==> src/rtl/qpsk_pkg.sv <==
// Shared QPSK definitions: dibit type, FSM states and the constellation table
// used by both the transmit mapper and the receive demapper.
package qpsk_pkg;

  typedef logic [1:0] dibit_t;

  typedef enum logic {COLLECT, HOLD} state_t;

  // Constellation codes named by the sign of (real, imag): P = +, N = -
  localparam dibit_t QPSK_PP = 2'b00;
  localparam dibit_t QPSK_NP = 2'b01;
  localparam dibit_t QPSK_NN = 2'b10;
  localparam dibit_t QPSK_PN = 2'b11;

  function automatic dibit_t qpsk_demap(input logic r, input logic i);
    dibit_t d;
    case ({r, i})
      2'b11:   d = QPSK_PP;
      2'b01:   d = QPSK_NP;
      2'b00:   d = QPSK_NN;
      default: d = QPSK_PN;
    endcase
    return d;
  endfunction

endpackage

==> src/rtl/qpsk_demap_deframe.sv <==
// Demaps hard-decision QPSK symbols to dibits, packs N_SYM of them MSB-first
// into a word, strips the trailing pad bit and hands the word to a valid/ready sink.
module qpsk_demap_deframe
  import qpsk_pkg::*;
#(
  parameter int DATA_W = 21
) (
  input  logic              clk,
  input  logic              reset,
  input  logic              sym_valid,
  input  logic              real_part,
  input  logic              img_part,
  output logic              sym_ready,
  input  logic              flush,
  output logic [DATA_W-1:0] out_data,
  output logic              out_valid,
  input  logic              out_ready,
  output logic              pad_error,
  output logic              complete
);

  localparam int N_SYM = (DATA_W + 1) / 2;
  localparam int BUF_W = 2 * N_SYM;
  localparam int CNT_W = $clog2(N_SYM + 1);

  state_t             state_q;
  logic [CNT_W-1:0]   count_q;
  logic [BUF_W-1:0]   buf_q;
  logic [BUF_W-1:0]   buf_d;
  logic [DATA_W-1:0]  out_data_q;
  logic               out_valid_q;
  logic               pad_error_q;
  logic               complete_q;
  logic               sym_ready_q;
  logic               accept_d;
  logic               last_d;

  // Symbol k lands at the top-down slot so the first symbol carries the word MSBs
  always_comb begin
    buf_d    = buf_q;
    buf_d[BUF_W - 1 - 2 * int'(count_q) -: 2] = qpsk_demap(real_part, img_part);
    accept_d = (state_q == COLLECT) && sym_valid && sym_ready_q && !flush;
    last_d   = (count_q == CNT_W'(N_SYM - 1));
  end

  always_ff @(posedge clk) begin
    if (reset) begin
      state_q     <= COLLECT;
      count_q     <= '0;
      buf_q       <= '0;
      out_data_q  <= '0;
      out_valid_q <= 1'b0;
      pad_error_q <= 1'b0;
      complete_q  <= 1'b0;
      sym_ready_q <= 1'b0;
    end else begin
      complete_q <= 1'b0;
      case (state_q)
        COLLECT: begin
          sym_ready_q <= 1'b1;
          if (flush) begin
            count_q <= '0;
            buf_q   <= '0;
          end else if (accept_d) begin
            if (last_d) begin
              state_q     <= HOLD;
              out_valid_q <= 1'b1;
              out_data_q  <= buf_d[DATA_W:1];
              pad_error_q <= buf_d[0];
              sym_ready_q <= 1'b0;
              count_q     <= '0;
              buf_q       <= '0;
            end else begin
              buf_q   <= buf_d;
              count_q <= count_q + CNT_W'(1);
            end
          end
        end
        HOLD: begin
          // flush is deliberately ignored here so a finished word is never lost
          if (out_ready) begin
            out_valid_q <= 1'b0;
            pad_error_q <= 1'b0;
            complete_q  <= 1'b1;
            sym_ready_q <= 1'b1;
            state_q     <= COLLECT;
          end
        end
        default: state_q <= COLLECT;
      endcase
    end
  end

  assign sym_ready = sym_ready_q;
  assign out_data  = out_data_q;
  assign out_valid = out_valid_q;
  assign pad_error = pad_error_q;
  assign complete  = complete_q;

endmodule

==> config.mk <==
export PLATFORM = sky130hd
export DESIGN_NAME = qpsk_demap_deframe
export DESIGN_NICKNAME = d
export VERILOG_FILES = /design/src/rtl/qpsk_pkg.sv /design/src/rtl/qpsk_demap_deframe.sv
export SDC_FILE = /design/constraint.sdc
export NUM_CORES = 1
export LEC_CHECK = 0
export ABC_AREA = 0
export CAP_MARGIN = 10
export CORE_UTILIZATION = 35
export CTS_CLUSTER_DIAMETER = 30
export DETAILED_ROUTE_END_ITERATION = 12
export SLEW_MARGIN = 20
export SYNTH_ARGS = -nofsm -noshare
export SYNTH_HDL_FRONTEND = slang
export SYNTH_SLANG_ARGS = --single-unit
==> constraint.sdc <==
create_clock -name clk -period 1.8 [get_ports clk]
set_input_delay 0.45 -clock clk [delete_from_list [all_inputs] [get_ports clk]]
set_output_delay 0.45 -clock clk [all_outputs]
set_load 0.02 [all_outputs]
=== Word level (Yosys, flattened, before mapping) ===
Cells that the tools add are included.

* $add $sub $neg: 3
* Eq/ne operators: 7
* Shift-type cells: 2
* Mux-type cells: 28
* Bitwise operators: 2
* Reduce and logical (&&, ||, !) cells: 10

{| class="wikitable"
|+ Operator list
! kind !! count
|-
| two-way mux 22 bit || 3
|-
| negation 6 -> 33 bit || 1
|-
| variable shift 2 x 33 -> 23 bit, first input constant || 1
|-
| indexed part select 2 x 33 -> 23 bit || 1
|-
| bitwise mux 22 bit || 1
|-
| two-way mux 1 bit || 16
|-
| two-way mux 4 bit || 3
|-
| inequality test 2 bit, second input constant || 4
|-
| one-hot mux 1 bit (2 select lines) || 4
|-
| AND reduction 4 bit || 2
|-
| one-hot mux 2 bit (3 select lines) || 1
|-
| subtractor 5 x 5 -> 6 bit, first input constant || 1
|-
| adder 4 x 1 -> 4 bit, second input constant || 1
|-
| equality test 4 bit, second input constant || 1
|-
| logical AND 1 bit || 3
|-
| equality test 2 x 1 -> 1 bit, second input constant || 1
|-
| equality test 2 bit, second input constant || 1
|-
| zero test 2 bit || 1
|-
| inverter 1 bit || 2
|-
| AND reduction 2 bit || 1
|-
| nonzero test 2 bit || 1
|-
| OR reduction 2 bit || 1
|-
| zero test 1 bit || 1
|}

* Register bits after elaboration: 52
* Output and inout bits: 25
* Logic and storage cells: 60

=== Depth between registers and ports, before layout ===
* Word-level depth: 8
* Mapped depth: 8
* Mapped depth without buffers: 6

=== Worst setup path before layout ===
OpenSTA, ideal clock, no wires.

* Path type: register to register
* Start: register count_q[0]
* End: register buf_q[9]
* Setup time: 131 ps
* Arrival: 1755 ps
* Required time: 1669 ps
* Path slack: -86 ps
* Stages on the path, launching flop included: 8
* Clock period less this slack: 1886 ps
* Cell sequence: dfxtp_1 > inv_1 > ha_1 > buf_2 > nor3_1 > nand2_1 > a21oi_1 > o32ai_1

* Longest elaborated chain between the ends: 7
* Elaborated cells between the ends (all ways): 9
* Classes of those cells: add/sub: 2; eq/ne: 1; shift: 2; mux: 4

{| class="wikitable"
|+ Ends and longest elaborated chain
! what !! line !! source
|-
| start, declared || qpsk_demap_deframe.sv:27 || <nowiki>logic [CNT_W-1:0] count_q;</nowiki>
|-
| start signal, assigned || qpsk_demap_deframe.sv:75 || <nowiki>count_q <= count_q + CNT_W'(1);</nowiki>
|-
| subtractor 5 x 5 -> 6 bit || qpsk_demap_deframe.sv:41 || <nowiki>buf_d[BUF_W - 1 - 2 * int'(count_q) -: 2] = qpsk_demap(real_part, img_part);</nowiki>
|-
| negation 6 -> 33 bit || qpsk_demap_deframe.sv:41 ||
|-
| indexed part select 2 x 33 -> 23 bit or variable shift 2 x 33 -> 23 bit (tied branches) || qpsk_demap_deframe.sv:41 ||
|-
| bitwise mux 22 bit || qpsk_demap_deframe.sv:41 ||
|-
| two-way mux 22 bit (*) || qpsk_demap_deframe.sv:65 || <nowiki>if (last_d) begin</nowiki>
|-
| two-way mux 22 bit (*) || qpsk_demap_deframe.sv:64 || <nowiki>end else if (accept_d) begin</nowiki>
|-
| two-way mux 22 bit (*) || qpsk_demap_deframe.sv:61 || <nowiki>if (flush) begin</nowiki>
|-
| end signal, assigned || qpsk_demap_deframe.sv:74 || <nowiki>buf_q <= buf_d;</nowiki>
|-
| end, declared || qpsk_demap_deframe.sv:28 || <nowiki>logic [BUF_W-1:0] buf_q;</nowiki>
|}

Every way passes the cells marked *; elsewhere a longest branch is shown, timed or not. The select of a mux whose other input is x is not followed.
A chain may end at the register's enable or synchronous reset.

=== Worst setup path in the final report ===
* Start: register count_q[1]
* End: register pad_error_q (netlist: pad_error)

* Longest elaborated chain between the ends: 8
* Elaborated cells between the ends (all ways): 12
* Classes of those cells: add/sub: 2; eq/ne: 2; shift: 2; mux: 5; reduce/logical: 1

{| class="wikitable"
|+ Ends and longest elaborated chain
! what !! line !! source
|-
| subtractor 5 x 5 -> 6 bit || qpsk_demap_deframe.sv:41 ||
|-
| negation 6 -> 33 bit || qpsk_demap_deframe.sv:41 ||
|-
| indexed part select 2 x 33 -> 23 bit or variable shift 2 x 33 -> 23 bit (tied branches) || qpsk_demap_deframe.sv:41 ||
|-
| bitwise mux 22 bit || qpsk_demap_deframe.sv:41 ||
|-
| two-way mux 1 bit || qpsk_demap_deframe.sv:65 ||
|-
| two-way mux 1 bit || qpsk_demap_deframe.sv:64 ||
|-
| two-way mux 1 bit || qpsk_demap_deframe.sv:61 ||
|-
| one-hot mux 1 bit (2 select lines) || qpsk_demap_deframe.sv:58 || <nowiki>case (state_q)</nowiki>
|-
| end signal, assigned || qpsk_demap_deframe.sv:69 || <nowiki>pad_error_q <= buf_d[0];</nowiki>
|-
| end, declared || qpsk_demap_deframe.sv:32 || <nowiki>logic pad_error_q;</nowiki>
|}

Several ways; a longest one is shown, not always the timed one. The select of a mux whose other input is x is not followed.

==> out/qor.yml <==
status: "completed"
wl_met2_um: 3050
cts_root_buf: "clkbuf_8"
drc_errors: 0
postSynthAreaPerCell_um2: 8.58
wl_met3_um: 183
path_max_fanout: 6
chipWidth_um: 87.6
cts_htree_levels: 2
vias: 2379
cts_tree: "done"
worst_pin_slew_ns: 0.404
clk_latency_ns: 0.30
wl_per_cell_um: 13.5
async_reset_ff_share_pct: 0
core_mm2: 0.00694
cts_made_buffers: 5
yosysWarnings: 0
dieArea_mm2: 0.00768
gr-usage-all-layers_pct: 17.1
total_power_mw: 1.98
n_fill_cell: 681
min_path_type: "reg2reg"
intPower_mw: 1.49
slew_headroom_pct: 72.9
final_hold_viol_count: 0
combPwrFrac_pct: 9.1
io_pins: 32
rsz0062_at_grt: "true"
gp_congestion: 0.835
worstSetupStartpointType: "flop"
antenna_cells: 0
dieHeight_um: 87.6
drt-met1-wl_um: 2930
clockBufferDepth: 2
grt_first_pass_wirelength_um: 10400
swShare_pct: 24.6
synthFlopType: "dfxtp_1"
top_layer: "met4"
yosysTopAreaCell: "dfxtp_1"
dp_hpwl_um: 4430
p_seq_share_pct: 58.3
final_common_cell: "dfxtp_1"
critical_path_required_ns: 1.99
wl_um: 6190
antenna_found_initial: 0
synth_edf_count: 0
crit_type: "reg2reg"
area_growth_pct: 36.0
grt_pass1_vias: 2222
final_area_mm2: 0.00349
cts_sinks: 52
drive_above_1_share_pct: 24.2
yosys.area.top_type_share_pct: 40.6
syn_area_mm2: 0.00257
grt_overflow: 0
fin_nets: 375
final_cells: 459
drv_slew: 0
ys_seq_area_share_pct: 40.6
ys_ff_latch: 52
grt_max_degree: 42
cellLeakagePower_nw: 1.17
synthCells: 299
first_iter_violations: 93
timing.final.ws_setup_ns: 0.0199
skew_ns: 0.00494
synth_fp_nets: 311
fin_crit_ns: 1.78
ys_top_cells_by_area: "dfxtp_1 41%, nand2_1 5.3%, nand2b_1 5.1%, nand3b_1 4.1%, a21oi_1 3.9%"
cts.clk_slew.worst_paths_ns: 0.09
setup_viol: 0
power_switching_mw: 0.487
port-buffer-count: 31
drv_cap: 0
peakVddDrop_mv: 0.265
fin_crit_sh_pct: 98.9
rows: 30
p_clk_share_pct: 32.6
postRouteAntennaNets: 0
fmax_mhz: 562
dp_cells: 450
cp.arrival_ns: 1.97
place_area_mm2: 0.00329
avgViaCountPerCell: 5.18
p_per_area_mw_per_mm2: 567
cp-end-kind: "flop"
post-place-ws_ns: -0.283
synth.distinct_cells: 43
ctsHoldBuffers: 0
start_util_pct: 37.0
dr.pass1.iters: 4
layout_common_cells: "50 x dfxtp_1, 48 x buf_4, 33 x nand2_1, 28 x clkdlybuf4s50_1, 23 x nor2_1"
-- power by group through the flow --
stage                     logic (mW)  clock network, mW  registers [mW]
final                          0.181              0.645            1.15
after global routing           0.200              0.703            1.15
after CTS                      0.176              0.668            1.16
after detailed placement       0.173                  0            1.18
after global placement         0.171                  0            1.18
after floorplan               0.0965                  0            1.18
-- cell usage after synthesis (2+ instances only) --
master	instances
a211oi_1	7
a211oi_2	2
a21oi_1	20
a311oi_1	7
a31oi_1	10
buf_2	11
clkbuf_1	13
dfxtp_1	52
ha_1	5
inv_1	6
mux2i_1	9
nand2_1	36
nand2b_1	21
nand3_1	15
nand3b_1	14
nor2_1	25
nor3_1	5
o21ai_1	3
o221ai_1	2
o32ai_1	10
or2_1	2
or3_1	2
xor2_1	2
-- final timing paths --
check	start	end	slack, ns	cells after the start
min reg2reg	out_valid	out_valid	0.47	2
max	count_q[1]	pad_error	0.02	5
min	out_valid	out_valid	0.47	2
max reg2reg	count_q[1]	pad_error	0.02	5
-- critical path, stage by stage, from the launching register on --
cell      delay (ns)
dfxtp_4         0.38
ha_4            0.18
or3b_4          0.40
a211oi_4        0.37
mux2i_1         0.26
a211oi_2        0.08
-- metrics by stage --
step | TNS, ns | utilization, % | hold slack, ns
2_1_floorplan | -0.00243 | - | 0.453
3_3_place_gp | -6.51 | 47.3 | 0.445
3_5_place_dp | -6.89 | 47.3 | 0.450
4_1_cts | -0.0136 | 49.1 | 0.462
5_1_grt | -0.274 | 50.3 | 0.475
6_report | 0 | 50.3 | 0.465
-- timing repair --
item,CTS,global route
resized for setup,9,18
pin swaps,4,9
setup endpoints to repair,28,30
setup buffers,0,2
-- layout make-up --
type                            instances  area, um2  area share (%)
Clock inverter                          1       5.00           0.143
Inverter                                7       26.3           0.753
Multi-Input combinational cell        216       1520            43.4
Sequential cell                        52       1050            30.0
Clock buffer                            6       72.6            2.08
Timing Repair Buffer                   81        702            20.1
Tap cell                               96        120            3.44
-- per-layer routing --
layer  vias up  track usage, %
met5         -               0
met2        38            29.2
met4         0            3.73
met3         2            3.11
li1       1200               -
met1      1139            22.4
-- flip-flops by register name, summed over array words and instances (netlist names) --
signal	count
buf_q	22
out_data	21
count_q	4
complete	1
out_valid	1
pad_error	1
state_q	1
sym_ready	1
-- logic make-up (layout without fill, tap and decap cells) --
group | after synthesis | after routing | synth area share, %
XOR/XNOR | 3 | 3 | 1.02
AND/OR/NAND/NOR | 131 | 131 | 27.3
buffers and inverters | 31 | 95 | 5.07
multiplexers | 9 | 9 | 3.51
adder cells (fa/ha/maj) | 5 | 5 | 2.44
flip-flops | 52 | 52 | 40.6
AO/OA/AOI/OAI | 68 | 68 | 20.1
Power figures use the tool's default switching activity.
